File: src/rtl/mdu_pkg.sv
// Shared RV32M multiply/divide op codes and op-class helpers.
package mdu_pkg;

  localparam logic [2:0] MDU_MUL    = 3'd0;
  localparam logic [2:0] MDU_MULH   = 3'd1;
  localparam logic [2:0] MDU_MULHSU = 3'd2;
  localparam logic [2:0] MDU_MULHU  = 3'd3;
  localparam logic [2:0] MDU_DIV    = 3'd4;
  localparam logic [2:0] MDU_DIVU   = 3'd5;
  localparam logic [2:0] MDU_REM    = 3'd6;
  localparam logic [2:0] MDU_REMU   = 3'd7;

  function automatic logic op_is_div(logic [2:0] op);
    return op[2];
  endfunction

  function automatic logic op_sgn_a(logic [2:0] op);
    return (op == MDU_MULH) || (op == MDU_MULHSU)
        || (op == MDU_DIV)  || (op == MDU_REM);
  endfunction

  function automatic logic op_sgn_b(logic [2:0] op);
    return (op == MDU_MULH) || (op == MDU_DIV)
        || (op == MDU_REM);
  endfunction

endpackage

File: src/rtl/mdu_if.sv
// Issue/result bundle between the execute stage and the mdu.
interface mdu_if #(
  parameter int XLEN = 32
);
  logic            start;
  logic [2:0]      op;
  logic [XLEN-1:0] a;
  logic [XLEN-1:0] b;
  logic [XLEN-1:0] r;
  logic            bsy;
  logic            done;

  modport master (
    output start, op, a, b,
    input  r, bsy, done
  );

  modport slave (
    input  start, op, a, b,
    output r, bsy, done
  );
endinterface

File: src/rtl/mdu.sv
// Iterative RV32M multiply/divide: radix-2 shift/add
// multiply, restoring divide, XLEN steps per op.
module mdu
  import mdu_pkg::*;
#(
  parameter int XLEN = 32
) (
  input  logic  clk,
  input  logic  rst,
  mdu_if.slave  bus
);

  typedef enum logic [1:0] {
    IDLE,
    CALC,
    FIX
  } state_t;

  localparam int CW = $clog2(XLEN);
  localparam logic [CW-1:0] LAST = CW'(XLEN - 1);

  state_t            r_state;
  state_t            w_state_nx;
  logic [CW-1:0]     r_cnt;
  logic [2:0]        r_op;
  logic              r_qneg;
  logic              r_rneg;
  logic              r_spec;
  logic [XLEN-1:0]   r_hi;
  logic [XLEN-1:0]   r_lo;
  logic [XLEN-1:0]   r_b;
  logic [XLEN-1:0]   r_res;
  logic              r_done;

  logic              w_sa;
  logic              w_sb;
  logic [XLEN-1:0]   w_amag;
  logic [XLEN-1:0]   w_bmag;
  logic              w_dz;
  logic              w_ovf;
  logic              w_spec;
  logic [XLEN-1:0]   w_pre;
  logic              w_div;
  logic [XLEN+1:0]   w_x;
  logic [XLEN+1:0]   w_y;
  logic [XLEN+1:0]   w_sum;
  logic [XLEN:0]     w_acc;
  logic              w_ok;
  logic [XLEN-1:0]   w_hi_nx;
  logic [XLEN-1:0]   w_lo_nx;
  logic [2*XLEN-1:0] w_prod;
  logic [XLEN-1:0]   w_quot;
  logic [XLEN-1:0]   w_rem;
  logic [XLEN-1:0]   w_res;

  // Unsigned XLEN-bit magnitude of the most-negative value is exact.
  assign w_sa   = bus.a[XLEN-1] & op_sgn_a(bus.op);
  assign w_sb   = bus.b[XLEN-1] & op_sgn_b(bus.op);
  assign w_amag = w_sa ? (~bus.a + 1'b1) : bus.a;
  assign w_bmag = w_sb ? (~bus.b + 1'b1) : bus.b;

  assign w_dz   = op_is_div(bus.op) && (bus.b == '0);
  assign w_ovf  = ((bus.op == MDU_DIV) || (bus.op == MDU_REM))
               && (bus.a == {1'b1, {(XLEN-1){1'b0}}})
               && (bus.b == '1);
  assign w_spec = w_dz || w_ovf;

  always_comb begin
    w_pre = '0;
    unique case (1'b1)
      w_dz:    w_pre = bus.op[1] ? bus.a : '1;
      w_ovf:   w_pre = bus.op[1] ? '0 : bus.a;
      default: w_pre = '0;
    endcase
  end

  // Shared adder: add multiplicand, or trial-subtract divisor.
  assign w_div = op_is_div(r_op);
  assign w_x   = w_div ? {1'b0, r_hi, r_lo[XLEN-1]}
                       : {2'b00, r_hi};
  assign w_y   = {2'b00, r_b};
  assign w_sum = w_x + (w_div ? ~w_y : w_y)
               + (XLEN+2)'(w_div);

  assign w_acc = r_lo[0] ? w_sum[XLEN:0] : {1'b0, r_hi};
  assign w_ok  = ~w_sum[XLEN+1];

  always_comb begin
    w_hi_nx = w_acc[XLEN:1];
    w_lo_nx = {w_acc[0], r_lo[XLEN-1:1]};
    if (w_div) begin
      w_hi_nx = w_ok ? w_sum[XLEN-1:0] : w_x[XLEN-1:0];
      w_lo_nx = {r_lo[XLEN-2:0], w_ok};
    end
  end

  assign w_prod = r_qneg ? (~{r_hi, r_lo} + 1'b1) : {r_hi, r_lo};
  assign w_quot = r_qneg ? (~r_lo + 1'b1) : r_lo;
  assign w_rem  = r_rneg ? (~r_hi + 1'b1) : r_hi;

  always_comb begin
    w_res = w_rem;
    unique case (r_op)
      MDU_MUL:    w_res = w_prod[XLEN-1:0];
      MDU_MULH,
      MDU_MULHSU,
      MDU_MULHU:  w_res = w_prod[2*XLEN-1:XLEN];
      MDU_DIV,
      MDU_DIVU:   w_res = w_quot;
      default:    w_res = w_rem;
    endcase
  end

  always_comb begin
    w_state_nx = r_state;
    unique case (r_state)
      IDLE: if (bus.start) w_state_nx = w_spec ? FIX : CALC;
      CALC: if (r_cnt == LAST) w_state_nx = FIX;
      FIX:  w_state_nx = IDLE;
      default: w_state_nx = IDLE;
    endcase
  end

  always_ff @(posedge clk) begin
    if (rst) begin
      r_state <= IDLE;
      r_cnt   <= '0;
      r_op    <= MDU_MUL;
      r_qneg  <= 1'b0;
      r_rneg  <= 1'b0;
      r_spec  <= 1'b0;
      r_hi    <= '0;
      r_lo    <= '0;
      r_b     <= '0;
      r_res   <= '0;
      r_done  <= 1'b0;
    end else begin
      r_state <= w_state_nx;
      r_done  <= 1'b0;
      unique case (r_state)
        IDLE: if (bus.start) begin
          r_op   <= bus.op;
          r_qneg <= w_sa ^ w_sb;
          r_rneg <= w_sa;
          r_spec <= w_spec;
          r_cnt  <= '0;
          r_hi   <= '0;
          r_b    <= w_bmag;
          r_lo   <= w_spec ? w_pre : w_amag;
        end
        CALC: begin
          r_cnt <= r_cnt + 1'b1;
          r_hi  <= w_hi_nx;
          r_lo  <= w_lo_nx;
        end
        FIX: begin
          r_res  <= r_spec ? r_lo : w_res;
          r_done <= 1'b1;
        end
        default: ;
      endcase
    end
  end

  assign bus.r    = r_res;
  assign bus.done = r_done;
  assign bus.bsy  = bus.start | (r_state != IDLE);

endmodule

File: src/flat_wrapper.sv
// flat-port wrapper written by rule: the top's interface ports become plain ports
module mdu_flat import mdu_pkg::*;
#(
  parameter int XLEN = 32
)
  (clk, rst, bus_start, bus_op, bus_a, bus_b, bus_r, bus_bsy, bus_done);
  mdu_if #(.XLEN(XLEN)) bus_i ();
  input  logic clk;
  input  logic rst;
  input wire logic [$bits(bus_i.start)-1:0] bus_start;
  input wire logic [$bits(bus_i.op)-1:0] bus_op;
  input wire logic [$bits(bus_i.a)-1:0] bus_a;
  input wire logic [$bits(bus_i.b)-1:0] bus_b;
  output wire logic [$bits(bus_i.r)-1:0] bus_r;
  output wire logic [$bits(bus_i.bsy)-1:0] bus_bsy;
  output wire logic [$bits(bus_i.done)-1:0] bus_done;
  assign bus_i.start = bus_start;
  assign bus_i.op = bus_op;
  assign bus_i.a = bus_a;
  assign bus_i.b = bus_b;
  assign bus_r = bus_i.r;
  assign bus_bsy = bus_i.bsy;
  assign bus_done = bus_i.done;
  mdu #(.XLEN(XLEN)) u_core (.clk(clk), .rst(rst), .bus(bus_i));
endmodule
File: config.mk
export PLATFORM = sky130hd
export DESIGN_NAME = mdu_flat
export DESIGN_NICKNAME = d
export VERILOG_FILES = /design/src/rtl/mdu_pkg.sv /design/src/rtl/mdu_if.sv /design/src/rtl/mdu.sv /design/src/flat_wrapper.sv
export SDC_FILE = /design/constraint.sdc
export NUM_CORES = 1
export LEC_CHECK = 0
export ABC_CLOCK_PERIOD_IN_PS = 4860
export CAP_MARGIN = 40
export CORE_MARGIN = 2
export CORE_UTILIZATION = 38
export DETAILED_ROUTE_END_ITERATION = 8
export PLACE_DENSITY = 0.67
export SLEW_MARGIN = 20
export SYNTH_ARGS = -nofsm -noshare
export SYNTH_HDL_FRONTEND = slang
export SYNTH_SLANG_ARGS = --single-unit
File: constraint.sdc
create_clock -name clk -period 4.86 [get_ports clk]
set_input_delay 0.729 -clock clk [delete_from_list [all_inputs] [get_ports clk]]
set_output_delay 0.729 -clock clk [all_outputs]
set_load 0.1 [all_outputs]
======== After elaboration in Yosys (flattened, before gate mapping) ========
Cells that the tools add are included.
storage, ports and cells
  output and inout port bits .............. 34
  register bits after elaboration ......... 142
  logic and storage cells ................. 94
operators by class
  muxes and demuxes ....................... 28
  add/sub/neg operators ................... 8
  bitwise operators ....................... 11
  reduce and logical (&&, ||, !) cells .... 20
  equality and inequality tests ........... 16
operators by type and width
  kind                                                             number
  32-bit two-way mux                                               13
  32-bit case mux with 2 select lines                              3
  32-bit by 1-bit adder with 32-bit output, second input constant  4
  32-bit NOT                                                       4
  32-bit case mux with 3 select lines                              1
  33-bit two-way mux                                               2
  64-bit by 1-bit adder with 64-bit output, second input constant  1
  32-bit == test, second input constant                            2
  64-bit two-way mux                                               1
  64-bit NOT                                                       1
  34-bit by 1-bit adder with 34-bit output                         1
  34-bit adder                                                     1
  34-bit two-way mux                                               1
  32-bit NOT with 34-bit output                                    1
  32-bit zero test                                                 1
  3-bit == test, second input constant                             4
  5-bit case mux with 2 select lines                               1
  3-bit by 2-bit == test with 1-bit output, second input constant  3
  1-bit logical OR                                                 7
  3-bit by 1-bit == test with 1-bit output, second input constant  2
  2-bit two-way mux                                                3
  2-bit AND reduction                                              3
  5-bit by 1-bit adder with 5-bit output, second input constant    1
  5-bit == test, second input constant                             1
  other kinds (17)                                                 21

======== Logic depth before layout (Yosys ltp) ========
Gate-level depths: netlist (run 1).
  depth in word-level cells ............... 9
  gate-level depth with buffers ........... 18
  depth with buffers taken out ............ 12

======== Worst setup path after synthesis (run 1) ========
OpenSTA, ideal clock, no wires.
  path type ............................... flip-flop to flip-flop
  start ................................... register u_core.r_op[2]
  end ..................................... register u_core.r_hi[31]
  library setup time ...................... 0.132 ns
  stages on the path, launching flop included .. 17
  clock period less this slack ............ 4.976 ns
  data arrival time ....................... 4.844 ns
  slack ................................... -0.116 ns
  path through ............................ dfxtp_1 -> clkbuf_1 -> clkbuf_1 -> buf_1 -> clkbuf_1 -> buf_1 -> xor2_1 -> ha_1 -> clkbuf_1 -> nand4_1 -> or3_1 -> or3_1 -> a211oi_1 -> nor2_1 -> clkbuf_1 -> nor3_1 -> o31ai_1
on the way
  word-level cells in the longest chain between the ends .. 6
  elaborated cells between the ends (all ways) .. 8
  classes of those cells .................. 2 x add/sub; 6 x mux
RTL lines
  what                                                      RTL line              RTL
  from (decl)                                               mdu.sv:25             logic [2:0] r_op;
  from (signal assigned)                                    mdu.sv:142            r_op <= bus.op;
  33-bit two-way mux or 34-bit two-way mux (tied branches)  mdu.sv:79, mdu.sv:82
  34-bit adder                                              mdu.sv:82             assign w_sum = w_x + (w_div ? ~w_y : w_y)
  34-bit by 1-bit adder with 34-bit output                  mdu.sv:83             + (XLEN+2)'(w_div);
  33-bit two-way mux or 32-bit two-way mux (tied branches)  mdu.sv:85, mdu.sv:92
  32-bit two-way mux *                                      mdu.sv:91             if (w_div) begin
  32-bit case mux with 2 select lines *                     mdu.sv:140            unique case (r_state)
  to (signal assigned)                                      mdu.sv:153            r_hi <= w_hi_nx;
  to (decl)                                                 mdu.sv:29             logic [XLEN-1:0] r_hi;
Every way passes the cells marked *; elsewhere a longest branch is shown, timed or not.
A chain may end at the register's enable or synchronous reset.

======== Worst setup path in the final report (run 1) ========
  start ................................... register u_core.r_op[2]
  end ..................................... register u_core.r_hi[21]
The elaborated chain is that of the path after synthesis.

==> results of run 1 <==
## layout by cell type, fill, tap and decap left out, types with 24 or more instances in the layout
master	synthesis	final
sky130_fd_sc_hd__nor2_1	166	165
sky130_fd_sc_hd__o21ai_0	163	162
sky130_fd_sc_hd__a21oi_1	161	161
sky130_fd_sc_hd__nand2_1	157	157
sky130_fd_sc_hd__dfxtp_1	142	140
sky130_fd_sc_hd__clkdlybuf4s50_1	0	102
sky130_fd_sc_hd__xor2_1	88	88
sky130_fd_sc_hd__nor3_1	75	75
sky130_fd_sc_hd__o31ai_1	57	57
sky130_fd_sc_hd__xnor2_1	57	57
sky130_fd_sc_hd__buf_4	0	56
sky130_fd_sc_hd__a211oi_1	54	53
sky130_fd_sc_hd__nand3_1	51	51
sky130_fd_sc_hd__mux2i_1	41	41
sky130_fd_sc_hd__or3_1	40	40
sky130_fd_sc_hd__ha_1	38	38
sky130_fd_sc_hd__mux2_2	34	34
sky130_fd_sc_hd__inv_1	32	32
sky130_fd_sc_hd__buf_8	0	29
sky130_fd_sc_hd__nand4_1	27	27
sky130_fd_sc_hd__o221ai_1	24	24
sky130_fd_sc_hd__nor4_1	25	24
## registers in the layout, indices dropped and copies added (netlist names)
register / count
u_core.r_b: 32
u_core.bus.r: 32
u_core.bus.done: 1
u_core.r_qneg: 1
u_core.r_lo: 32
u_core.r_cnt: 5
u_core.r_state: 2
u_core.r_spec: 1
u_core.r_hi: 32
u_core.r_rneg: 1
u_core.r_op: 3
## worst register-to-register path, stage by stage, from the launching register on
cell	delay, ps
sky130_fd_sc_hd__dfxtp_4	820
sky130_fd_sc_hd__buf_4	340
sky130_fd_sc_hd__mux2_2	360
sky130_fd_sc_hd__ha_1	370
sky130_fd_sc_hd__a21oi_1	310
sky130_fd_sc_hd__a21oi_1	100
sky130_fd_sc_hd__nor2_1	150
sky130_fd_sc_hd__a21boi_0	450
sky130_fd_sc_hd__a211o_1	190
sky130_fd_sc_hd__buf_4	220
sky130_fd_sc_hd__nand3_1	330
sky130_fd_sc_hd__o221ai_1	330
sky130_fd_sc_hd__o21ai_0	110
## stage by stage
step | cell area [µm²] | utilization [%] | std cells | hold slack, ps | setup WS, ps
3_5_place_dp | 15800 | 44.3 | 2413 | 446 | 557
4_1_cts | 16400 | 46.0 | 2445 | 458 | 743
2_1_floorplan | 13900 | - | 1940 | 443 | 136
3_3_place_gp | 15200 | 42.6 | 2375 | 443 | 729
6_report | 16400 | 46.0 | 2445 | 459 | 662
5_1_grt | 16400 | 46.0 | 2445 | 483 | 349
## routing by layer
| layer | vias up | routed length (µm) | global-route usage [%] |
|---|---|---|---|
| met5 | - | 0 | 0 |
| li1 | 7328 | - | - |
| met3 | 118 | 4290 | 4.39 |
| met4 | 0 | 1890 | 11.1 |
| met2 | 777 | 22100 | 39.4 |
| met1 | 7387 | 22900 | 37.0 |
## how the worst min path moves through the flow
stage / endpoint / startpoint / slack, ps / cells past startpoint
2_1_floorplan: u_core.r_b[29] / u_core.r_b[29] / 440 / 2
3_3_place_gp: u_core.bus.r[3] / u_core.bus.r[3] / 440 / 2
3_5_place_dp: u_core.bus.r[25] / u_core.bus.r[25] / 450 / 2
4_1_cts: u_core.bus.r[25] / u_core.bus.r[25] / 460 / 2
5_1_grt: u_core.bus.r[25] / u_core.bus.r[25] / 480 / 2
6_report: u_core.bus.r[3] / u_core.bus.r[3] / 460 / 2
## cell families after synthesis
kind of cell / Yosys count / synth area share (%)
buffers and inverters: 217 / 6.00
AND/OR/NAND/NOR: 664 / 23.9
adder cells (fa/ha/maj): 39 / 3.57
AO/OA/AOI/OAI: 658 / 31.2
flip-flops: 142 / 20.5
multiplexers: 75 / 5.72
XOR/XNOR: 145 / 9.15
## area by class of cell
class	instances	area, µm²
timing repair buffer	196	2060
sequential	142	2850
tap	461	577
clock buffer	19	433
fill	3610	19300
clock inverter	13	156
multi-input combinational	1581	10200
inverter	33	124
## power groups by stage
stage	logic [W]	clock network, W	registers [W]
3_5_place_dp	0.00128	0	0.00138
4_1_cts	0.00128	0.00136	0.00136
5_1_grt	0.00143	0.00140	0.00137
6_report	0.00131	0.00135	0.00136
2_1_floorplan	0.000937	0	0.00130
3_3_place_gp	0.00126	0	0.00138
==> flow_results.org, run 1 <==
** Flow run
- The tool flagged a number of max-cap violations equal to 0.

** Placement
- Dpl hpwl :: between 30000 and 40000 µm
- Final weighted congestion in routability-driven placement :: a little under 1
- Input/output buffers :: about 100

** Route
- After detailed routing, the total wire length is between 50000 and 60000 µm.
- In the routed design, unresolved DRC markers number 0.
- After detailed routing, the average wire length per cell comes to approximately 21 µm.
- Number of iterations in the first detailed-routing pass :: 5
- Average vias per placed instance :: between 6 and 7
- The count of nets left with antenna violations once routing finished came out at 0.
- First DRT Iteration DRCs :: 1680
- The routed layout has 15600 vias.

** Critical path
- Following the worst setup path forward leads to its endpoint at u_core.r_hi[21].
- FF-to-FF Start :: u_core.r_op[2]
- The critical path starts at u_core.r_op[2].
- The worst register-to-register path ends at u_core.r_hi[21].
- STA classifies the critical path endpoint as a flop.
- On the worst path, the slowest cell contributes a delay of 820 ps.
- Stages on the worst setup path :: 12
- In this run the worst path has a maximum fanout of 60.
- Slowest cell on crit path :: sky130_fd_sc_hd__dfxtp_4
- Type of the worst setup path :: reg2reg
- CP Data Required Time :: ~5200 ps
- Data on the critical path arrives at its endpoint at between 4000 and 5000 ps.
- Walking the worst path, the cells encountered are buf_4, mux2_2, ha_1, a21oi_1, a21oi_1, nor2_1, a21boi_0, a211o_1, buf_4, nand3_1, o221ai_1, o21ai_0.
- The worst register-to-register path has a depth of 12.
- Type of element launching the critical path :: flop
- Flop2flop setup slack :: around 660 ps
- Together, buffers and inverters on the worst path number 2.
- On the critical path the largest part of the delay comes from compound AO/OA/AOI/OAI gates.

** Clock tree
- At the later pin of the worst-skew pair, clock insertion delay measures between 400 and 500 ps.
- The tree is rooted in a sky130_fd_sc_hd__clkbuf_16.
- Once the clock tree was built, the resizer swapped 0 gates to a different size.
- Worst-path clk slew :: 70 ps
- Sink Count :: 142
- CTS tree :: done
- Hold Buf Count CTS :: 0
- Clock Tree Buf Depth :: 2
- The clock tree synthesis step divided the H-tree into 4 levels.
- Number of clock buffers inserted by TritonCTS :: 17
- After clock tree synthesis, the setup repair step added 0 buffers.

** Cells and area
- Number of antenna repair diodes :: 0
- The post-route netlist has about a tenth of its cells at a drive strength greater than 1.
- The area growth from synthesis to layout is 18.4%.
- The final layout contains roughly 2100 nets.

** STA
- In the final timing run, aggregate negative setup slack is 0 ps.
- Setup repair after global routing left no endpoint under its margin.
- In this run the tightest slew margin relative to its limit is between 40% and 50%.
- The count of final max-slew check failures is 0.
- Final Hold Vio Count :: 0
- Setup violations remaining at the end of the flow were counted as 0.
- For the final database, setup skew stands at 8.58 ps.
- Final clock period utilization by the worst path :: between 80 and 90%
- For this run, the top clock speed supported by timing is roughly 240 MHz.
- Final period demand of the worst path :: roughly 4200 ps
- Actual transition at the worst max-transition pin :: about 800 ps

** Global route
- The initial antenna violation count came to 0.
- After global routing the overflow that remains totals 0.
- The number of global-route vias before repair is 14400.
- Global-route wire length before repair :: a little over 80000 µm
- GRT Util Overall :: 26.2%
- Largest net degree at the start of global routing :: 75

** Synthesis
- The share of the Yosys chip area taken by registers is between 20% and 30%.
- The commonest cells after synthesis are sky130_fd_sc_hd__nor2_1 (166), sky130_fd_sc_hd__o21ai_0 (163), sky130_fd_sc_hd__a21oi_1 (161).
- Count of flip-flops with a built-in enable after synthesis :: 0
- Most repeated cell in the gate-level netlist after synthesis :: sky130_fd_sc_hd__nor2_1
- Dominant cell type by area after synthesis :: sky130_fd_sc_hd__dfxtp_1
- Async S/R FF share, synth :: 0%
- Synthesized area per cell :: 7.15 µm²
- Share of the synthesized area in the top cell type :: about a fifth
- Number of synthesis warnings :: 0
- FF+latch count, synth :: approximately 140
- Syn nets :: between 2000 and 2500
- Among all flip-flop cells after synthesis, the most frequent one is sky130_fd_sc_hd__dfxtp_1.
- Count of mapped cells out of synthesis :: ~1900
- Mapped cell area :: roughly 14000 µm²
- The netlist uses a little under 80 different library cells.
- In the post-synthesis netlist, the biggest area contributors are sky130_fd_sc_hd__dfxtp_1 (20%), sky130_fd_sc_hd__o21ai_0 (5.9%), sky130_fd_sc_hd__a21oi_1 (5.8%), sky130_fd_sc_hd__xor2_1 (5.6%), sky130_fd_sc_hd__nor2_1 (4.5%).

** Power and ir drop
- Cell internal power was estimated by the tool at approximately 0.0025 W.
- Net Switching :: 0.00154 W
- Maximum vdd ir drop :: 0.000271 V
- Sw Share :: about two fifths
- Clock share of power :: approximately a third
- Of the total power, registers draw approximately 34%.
- Of the total power, combinational logic draws between 30 and 40%.
- Overall power :: 0.00403 W
- For this design the ratio of total power to cell area is 245 nW/µm².
- Leakage power of the design :: slightly below 6 nW

** Die
- After floorplanning, the core was sized to cover 35700 µm².
- After floorplanning, the core was divided into ~70 placement rows.
- Overall die area :: roughly 38000 µm²
- Number of top-level pins :: about 100
- From bottom edge to top edge, the die measures a little under 200 µm.
- The initial utilization of the core area, before any placement, comes to 38.8%.
- The die is between 150 and 200 µm wide.

** Hold path
- Class of the worst hold path :: reg2reg

** Status
- Result of the run :: complete, no violations
Power figures use the tool's default switching activity.
==> run 2, diff against run 1 <==
--- a/config.mk
+++ b/config.mk
@@ -8,9 +8,9 @@
 export ABC_CLOCK_PERIOD_IN_PS = 4860
 export CAP_MARGIN = 40
 export CORE_MARGIN = 2
-export CORE_UTILIZATION = 38
+export CORE_UTILIZATION = 50
 export DETAILED_ROUTE_END_ITERATION = 8
-export PLACE_DENSITY = 0.67
+export PLACE_DENSITY = 0.82
 export SLEW_MARGIN = 20
 export SYNTH_ARGS = -nofsm -noshare
 export SYNTH_HDL_FRONTEND = slang
==> run 2 against run 1 <==
Clock power is 3% higher; design area is 0.95% lower; utilization is 14 points higher; first-iteration DRC count is 30% higher.
==> flow_results.org, run 2 (synthesis results as in run 1) <==
** Route
- The iteration-0 DRC count of the detailed router was 2185 (+30%).
- Total Routed Length :: 51700 µm (+0.92%)
- The via density per instance came to 6.77 (+6.1%).
- The post-detailed-route count of antenna-violating nets is 0 (unchanged).
- The number of iterations in the first detailed-routing pass is 7 (+2).
- Routed vias :: 15900 (+2.0%)
- The average routed wire per standard cell was 22.0 µm (+4.9%).
- The count of unresolved DRC violations after routing came to 0 (unchanged).

** Die
- The die height is 171 µm (-13%).
- # rows :: 60 (-13%)
- The initial core utilization came to 51.2% (+12 points).
- The number of I/O pins is 104 (unchanged).
- The overall die area is 29100 µm² (-24%).
- Core Box Area :: 27100 µm² (-24%)
- The die span in x is 171 µm (-13%).

** Clock tree
- Buffer type at the clock tree root :: sky130_fd_sc_hd__clkbuf_16
- The hold-fix buffer count after cts is 0 (unchanged).
- The clock sink count came to 142 (unchanged).
- The count of instances resized after the clock tree is built is 0 (unchanged).
- H-Tree Depth :: 4 (unchanged)
- Post-CTS Setup Repair Bufs :: 0 (unchanged)
- The clock insertion delay at the later pin of the skew report is 440 ps (about the same).
- The CTS clock-pin slew for the worst setup and hold paths is 70 ps (about the same).
- The largest buffer count on any clock path was 2 (unchanged).
- The clock buffer count from CTS is 17 (unchanged).
- TritonCTS built the clock tree.

** Hold path
- In this run the worst hold path is classified as reg2reg.
- The number of cells on the worst hold path came to 2 (unchanged).
- Hold Startpoint :: u_core.bus.r[3]
- Worst hold path endpoint :: u_core.bus.r[3]

** Flow run
- The number of max-capacitance violations reported is 0 (unchanged).

** Critical path
- In this design, the critical path's most frequently occurring cell is sky130_fd_sc_hd__nand2_1.
- The length in cells of the worst reg-to-reg path came to 13 (+1).
- In this run the critical register-to-register path is captured at u_core.r_hi[20].
- STA classifies the critical path startpoint as a flop.
- Maximum fanout along the worst path :: 28 (-53%)
- The worst stage delay on the critical path came to 570 ps (-250 ps).
- STA classifies the critical path endpoint as a flop.
- On the critical path, the stage with the largest delay is an instance of sky130_fd_sc_hd__dfxtp_4.
- Type of the worst setup path :: reg2reg
- The flop-to-flop setup slack came to 570 ps (-90 ps).
- The endpoint required time on the critical path came to 5150 ps (-40 ps).
- Arrival time worst endpoint :: 4580 ps (+50 ps)
- The worst register-to-register path begins at u_core.r_op[2].
- Walking the worst path, the cells encountered are buf_12, buf_4, nand2_1, o21ai_0, ha_1, nand2_1, o21a_1, o21ai_0, a21boi_0, a211o_1, nand2_1, a211oi_1, o31ai_1.

** STA
- The final setup violation count came to 0 (unchanged).
- F_max :: 233 MHz (-2.1%)
- Setup repair after global routing left no endpoint under its margin.
- The count of final hold-check violations was 0 (unchanged).
- The final worst clock skew came to 16.4 ps (+7.84 ps).
- The count of final max-slew check failures is 0 (unchanged).
- Final period demand of the worst path :: 4290 ps (+89.5 ps)
- The final cycle utilization of the critical path came to 88.2% (+1.8 points).
- Actual transition at the worst max-transition pin :: 811 ps (+2.95 ps)
- Final setup TNS :: 0 ps (unchanged)
- Max_slew headroom :: 45.7% (-0.20 points)

** Global route
- Global-route wire length before repair :: 81300 µm (+0.47%)
- GRT Util Overall :: 35.1% (+8.9 points)
- Largest net degree at the start of global routing :: 83 (+11%)
- The total grt overflow is 0 (unchanged).
- Via count of the first global-routing pass :: 14600 (+1.8%)
- Number of antenna violations at the first check in global routing :: 0 (unchanged)

** Cells and area
- The proportion of layout cells with a drive suffix above 1 is 9.95% (-0.081 points).
- Leaving out fill and tap cells, the most frequent cell in the layout is sky130_fd_sc_hd__nor2_1.
- The post-route standard cell area excluding fillers was 16300 µm² (-0.95%).
- Compared with the post-synthesis result, the final layout area differs by 17.3%.
- The total number of nets in the final design was 2076 (-0.19%).
- The number of antenna diodes came to 0 (unchanged).
- The library cells used most frequently in the layout, excluding fill and tap cells, are sky130_fd_sc_hd__nor2_1 (165), sky130_fd_sc_hd__o21ai_0 (162), sky130_fd_sc_hd__a21oi_1 (161).

** Status
- The run finished with clean final reports.

** Placement
- The placed wire-length estimate after detailed placement was 37600 µm (-0.55%).
- Post-Place Cell Area :: 15700 µm² (-1.1%)
- The quantity of I/O buffers inserted on ports is 103 (unchanged).
- Final weighted congestion in routability-driven placement :: 0.957 (-0.39%)

** Power and ir drop
- Maximum vdd ir drop :: 0.000238 V (-12%)
- Power per unit of standard cell area :: 251 nW/µm² (+2.3%)
- Leakage power of the design :: 5.92 nW (-0.18%)
==> run 2: cell types whose count changed in the layout (fill, tap and decap cells not counted) <==
cell,change
sky130_fd_sc_hd__clkbuf_2,+1
sky130_fd_sc_hd__buf_8,+3
sky130_fd_sc_hd__clkinv_2,+1
sky130_fd_sc_hd__inv_8,+1
sky130_fd_sc_hd__buf_4,-3
sky130_fd_sc_hd__buf_12,+1
sky130_fd_sc_hd__buf_16,-3
sky130_fd_sc_hd__clkbuf_1,-2
sky130_fd_sc_hd__inv_6,+2
sky130_fd_sc_hd__buf_2,-2
sky130_fd_sc_hd__buf_6,-1
sky130_fd_sc_hd__clkinvlp_4,-2
==> run 2: per-layer routing <==
metal  global-route usage [%]  vias up  share of wire (%)
met1                     48.5     7412                 41
met2                     53.8     1035                 43
met4                     15.3        0                4.1
li1                         -     7317                  -
met5                        0        -                  0
met3                     5.88      163                 11
==> run 2: power breakdown <==
part           switching (W)  leakage [nW]  internal [W]
registers           0.000148          1.16       0.00123
clock network       0.000611         0.291      0.000776
logic               0.000824          4.47      0.000491
==> run 2: worst max-delay path: cells and delay by family (launching register included) <==
family / cells / cell delay [ps]
and+or+nand+nor: 3 / 680
AOI/OAI and AO/OA: 7 / 2010
buffers and inverters: 2 / 470
adders and majority gates: 1 / 410
DFF: 1 / 570
==> run 2: worst max-delay path by stage <==
stage | cells past startpoint | slack, ps | start | endpoint
3_5_place_dp | 10 | 540 | bus_b[16] | u_core.r_lo[15]
4_1_cts | 13 | 770 | u_core.r_op[2] | u_core.r_hi[20]
5_1_grt | 13 | 420 | u_core.r_op[2] | u_core.r_hi[26]
2_1_floorplan | 16 | 140 | u_core.r_op[2] | u_core.r_hi[31]
3_3_place_gp | 9 | 740 | bus_a[0] | u_core.r_lo[27]
6_report | 13 | 570 | u_core.r_op[2] | u_core.r_hi[20]
==> run 2: layout make-up <==
cell class              count  area (µm²)
inverters                  33         124
fillers                  2414       10800
repair buffers            192        2000
clock buffers              17         425
well taps                 372         465
flip-flops and latches    142        2850
clock inverters            15         175
multi-input cells        1581       10200
==> run 2: through the flow <==
step           total power (W)  hold slack, ps  instances  utilization, %  setup WS [ps]
4_1_cts                0.00403             457       2351            60.0            775
3_3_place_gp           0.00263             442       2284            55.8            743
5_1_grt                0.00424             470       2352            60.1            418
2_1_floorplan          0.00224             443       1940               -            136
3_5_place_dp           0.00266             448       2319            57.8            536
6_report               0.00408             457       2352            60.1            572
